<file path="config.mk">
export PLATFORM = sky130hd
export DESIGN_NAME = updown_modn_counter
export DESIGN_NICKNAME = d
export VERILOG_FILES = /design/src/rtl/updown_modn_counter.sv
export SDC_FILE = /design/constraint.sdc
export NUM_CORES = 1
export LEC_CHECK = 0
export BUFFER_PORTS_ARGS = -buffer_cell sky130_fd_sc_hd__buf_2
export CAP_MARGIN = 10
export CORE_AREA = 2 2 39 41
export DETAILED_ROUTE_END_ITERATION = 8
export DIE_AREA = 0 0 41 43
export GPL_TIMING_DRIVEN = 0
export SYNTH_ARGS = -nofsm -noshare
export SYNTH_HDL_FRONTEND = slang
export SYNTH_SLANG_ARGS = --single-unit
</file>
<file path="constraint.sdc">
create_clock -name clk -period 3.31 [get_ports clk]
set_input_delay 0.662 -clock clk [delete_from_list [all_inputs] [get_ports clk]]
set_output_delay 0.662 -clock clk [all_outputs]
set_load 0.005 [all_outputs]
</file>
<file path="src/rtl/updown_modn_counter.sv">
// rtl/updown_modn_counter.sv - modulo-N up/down counter with load, wrap and one-shot halt
//
// Purpose: counts 0..MODULUS-1 up or down. In wrap mode the terminal value
// rolls over with a one-cycle wrap pulse; in one-shot mode the counter halts
// at the terminal value and raises done until load or clr.
//
// Ports:
//   clk      in   1      rising-edge clock
//   clr      in   1      asynchronous active-high reset
//   en       in   1      count enable
//   up_dn    in   1      direction, 1 = up, 0 = down
//   load     in   1      synchronous parallel load strobe (beats en)
//   d        in   WIDTH  parallel load value
//   one_shot in   1      0 = wrap at terminal, 1 = halt at terminal
//   q        out  WIDTH  registered count
//   tc       out  1      combinational terminal-count flag
//   wrap     out  1      registered one-cycle wrap pulse
//   done     out  1      registered halt flag (one-shot mode)
//   load_err out  1      registered one-cycle out-of-range-load pulse

module updown_modn_counter #(
   parameter int                WIDTH   = 3,
   parameter longint unsigned   MODULUS = 8
) (
   input  logic             clk,
   input  logic             clr,
   input  logic             en,
   input  logic             up_dn,
   input  logic             load,
   input  logic [WIDTH-1:0] d,
   input  logic             one_shot,
   output logic [WIDTH-1:0] q,
   output logic             tc,
   output logic             wrap,
   output logic             done,
   output logic             load_err
);

   // 64-bit comparison so MODULUS = 2^32 is representable when WIDTH = 32.
   generate
      if (WIDTH < 1 || WIDTH > 32 || MODULUS < 2 || MODULUS > (64'd1 << WIDTH)) begin : g_bad_params
         $error("updown_modn_counter: illegal WIDTH/MODULUS combination");
      end
   endgenerate

   localparam logic [WIDTH-1:0] MAX_VAL = WIDTH'(MODULUS - 1);

   logic [WIDTH-1:0] count_q, count_d;
   logic             wrap_q, wrap_d;
   logic             done_q, done_d;
   logic             load_err_q, load_err_d;

   logic             at_term;
   logic             d_in_range;

   // Terminal value depends on the direction currently presented.
   assign at_term    = up_dn ? (count_q == MAX_VAL) : (count_q == '0);
   assign d_in_range = (d <= MAX_VAL);

   always_comb begin
      count_d    = count_q;
      wrap_d     = 1'b0;
      done_d     = done_q;
      load_err_d = 1'b0;

      if (load) begin
         // Out-of-range loads saturate to the top of the count range.
         count_d    = d_in_range ? d : MAX_VAL;
         load_err_d = ~d_in_range;
         done_d     = 1'b0;
      end else if (en && !done_q) begin
         if (at_term) begin
            if (one_shot) begin
               done_d = 1'b1;
            end else begin
               count_d = up_dn ? '0 : MAX_VAL;
               wrap_d  = 1'b1;
            end
         end else begin
            // Never at terminal here, so +/-1 cannot leave 0..MODULUS-1.
            count_d = up_dn ? (count_q + 1'b1) : (count_q - 1'b1);
         end
      end
   end

   always_ff @(posedge clk or posedge clr) begin
      if (clr) begin
         count_q    <= '0;
         wrap_q     <= 1'b0;
         done_q     <= 1'b0;
         load_err_q <= 1'b0;
      end else begin
         count_q    <= count_d;
         wrap_q     <= wrap_d;
         done_q     <= done_d;
         load_err_q <= load_err_d;
      end
   end

   assign q        = count_q;
   assign tc       = en & ~load & at_term;
   assign wrap     = wrap_q;
   assign done     = done_q;
   assign load_err = load_err_q;

endmodule

</file>
==> impl_metrics.yaml <==
synth:
  avgSynthCellArea_sq_um: 9.58
  ys_ff_latch: 6
  netlist_area_sq_um: 450
  syn_inst: 47
  synth_top_area_frac: 0.333
  synth_cell_types: 25
  synthTopCellsByArea: "dfrtp_1, a2111oi_4, nor4_4, a21oi_1, fa_1"
  post-synth-top-area-cell: "dfrtp_1"
  synth_warnings: 0
  ys_seq_area_frac: 0.333
  synth_fp_nets: 57
grt:
  grt_max_degree: 11
  grt_use_total: 0.124
  antenna_found_initial: 0
  grt_overflow: 0
  grt_pass1_vias: 364
  grt_pass1_wl_microns: 1450
clock_tree:
  clk_pin_slew_ps: 50
  clk_latency_ps: 240
  cts_hold_buf: 0
  cts_tree: "built"
  numCtsBuffers: 3
  cts_num_sinks: 6
  htreeDepth: 1
  ctsLongestPathBuffers: 2
  cts_resized: 0
  postCtsSetupBuffers: 0
  cts-root-buf: "clkbuf_4"
drt:
  drt_iter0_drc: 5
  avgRoutedWirePerCell_microns: 11.9
  drc: 0
  vias: 407
  detail_route.vias_per_cell: 5.09
  ant_nets: 0
  dr.pass1.iters: 4
  drt-total-wl_microns: 948
critical_path:
  crit_type: "reg2out"
  r2r_cells: 5
  cp-start-kind: "register"
  cp_max_fo: 8
  required_ps: 2650
  cp-end-kind: "output port"
  worstPathArrival_ps: 1610
sta:
  rsz0062_at_grt: "false"
  fin_crit_sh: 0.685
  setup_violations: 0
  fin_crit_ps: 2270
  finalMaxSlewViolations: 0
  fin_setup_tns_ps: 0
  holdWs_ps: 319
  hold_viol_final: 0
  finalClockSkew_ps: 5.37
  max_freq_mhz: 441
placement:
  dp.cells: 77
  gp_congestion: 0.728
  place_area_sq_um: 541
  dpl.hpwl_microns: 716
  io_buffers: 14
cells_and_area:
  drive_above_1_share: 0.406
  final_util: 0.407
  nFillCells: 156
  n_antenna_cell: 0
  final_cell_count_no_fill: 80
  fin_area_sq_um: 563
  layout.nets: 76
  areaGrowthSynthToFinish_pct: 25.0
floorplanning:
  rows: 14
  io_pins: 16
  coreArea_sq_um: 1380
  dieArea_sq_um: 1760
  start_util: 0.325
  die_x_microns: 41
  fp.dieH_microns: 43
run_status:
  status: "finished, final reports clean"
power_and_ir_drop:
  vdd_drop_max_uv: 105
  power.leakage_nw: 0.240
  powerDensity_nw_per_um2: 401
job:
  drv_cap: 0
worst_hold_path:
  hp-class: "in2async"
## worst max-delay path: stages (launching register included)
cell	delay [ps]
dfrtp_1	490
nor4_4	470
nor2_2	120
nor3b_2	150
buf_2	120
## Yosys cell counts (all sizes together)
cell type and instances:
o21ai 4, nand4 1, nor3b 1, nor4 2, nor3 3, o211ai 1
nand3 1, o311ai 2, xnor2 1, inv 3, buf 3, and4 1
a31oi 1, nand2b 3, nand2 3, nor2 1, a21oi 4, dfrtp 6
conb 1, nand3b 1, a2111oi 1, fa 1, nor2b 2
## through the flow
stage	total power, W	worst slack, ps
6_report	0.000226	1040
5_1_grt	0.000245	944
4_1_cts	0.000229	1030
3_5_place_dp	0.000161	1130
3_3_place_gp	0.000161	1120
2_1_floorplan	0.000138	1290
## cells in the final DEF (no fill, tap or decap), types with 2 or more instances in the layout
cell type	netlist	layout
a21oi_1	4	4
nor3_1	3	3
o311ai_0	2	2
nand2_1	3	3
nand2b_1	3	3
clkbuf_4	0	3
dfrtp_1	6	6
o21ai_0	4	4
inv_1	3	3
buf_2	2	16
nor2b_1	2	2
## cells by family after synthesis
family / count (synthesis) / share of synthesized area
and+or+nand+nor: 19 / 0.311
buffers and inverters: 6 / 0.0639
xor gates and xnor gates: 1 / 0.0194
DFF: 6 / 0.333
other: 1 / 0.00833
AOI/OAI and AO/OA: 13 / 0.219
adders and majority gates: 1 / 0.0444
## worst paths after layout
path | startpoint | end | slack (ps)
max | q[0] | tc | 1040
min | clr | done | 320
max reg2reg | q[0] | q[2] | 1710
min reg2reg | done | done | 550
max in group asynchronous | clr | load_err | 2800
min in group clk | done | done | 550
## layer usage
| metal | up-vias | GRT usage | routed length, microns | share of wire |
|---|---|---|---|---|
| met4 | 0 | 0.0800 | 0 | 0 |
| met3 | 0 | 0.0157 | 29 | 0.031 |
| met2 | 8 | 0.203 | 518 | 0.55 |
| li1 | 205 | - | - | - |
| met5 | - | 0 | 0 | 0 |
| met1 | 194 | 0.139 | 399 | 0.42 |
## layout make-up
type | count | area (sq um) | area share
Multi-Input combinational cell | 35 | 272 | 0.482
Sequential cell | 6 | 150 | 0.267
Timing Repair Buffer | 14 | 70.1 | 0.124
Clock buffer | 3 | 22.5 | 0.0400
Tap cell | 16 | 20.0 | 0.0356
Buffer | 3 | 17.5 | 0.0311
Inverter | 3 | 11.3 | 0.0200
## registers in the layout, summed over array words and instances (netlist names)
| register | count |
|---|---|
| done | 1 |
| q | 3 |
| wrap | 1 |
| load_err | 1 |
## power breakdown
group / switching, W / leakage, nW / internal, W
combinational: 0.0000361 / 0.153 / 0.0000308
clock: 0.0000253 / 0.0138 / 0.0000409
sequential: 0.0000125 / 0.0738 / 0.0000803
Note: power is estimated with default switching activity, not from simulation.
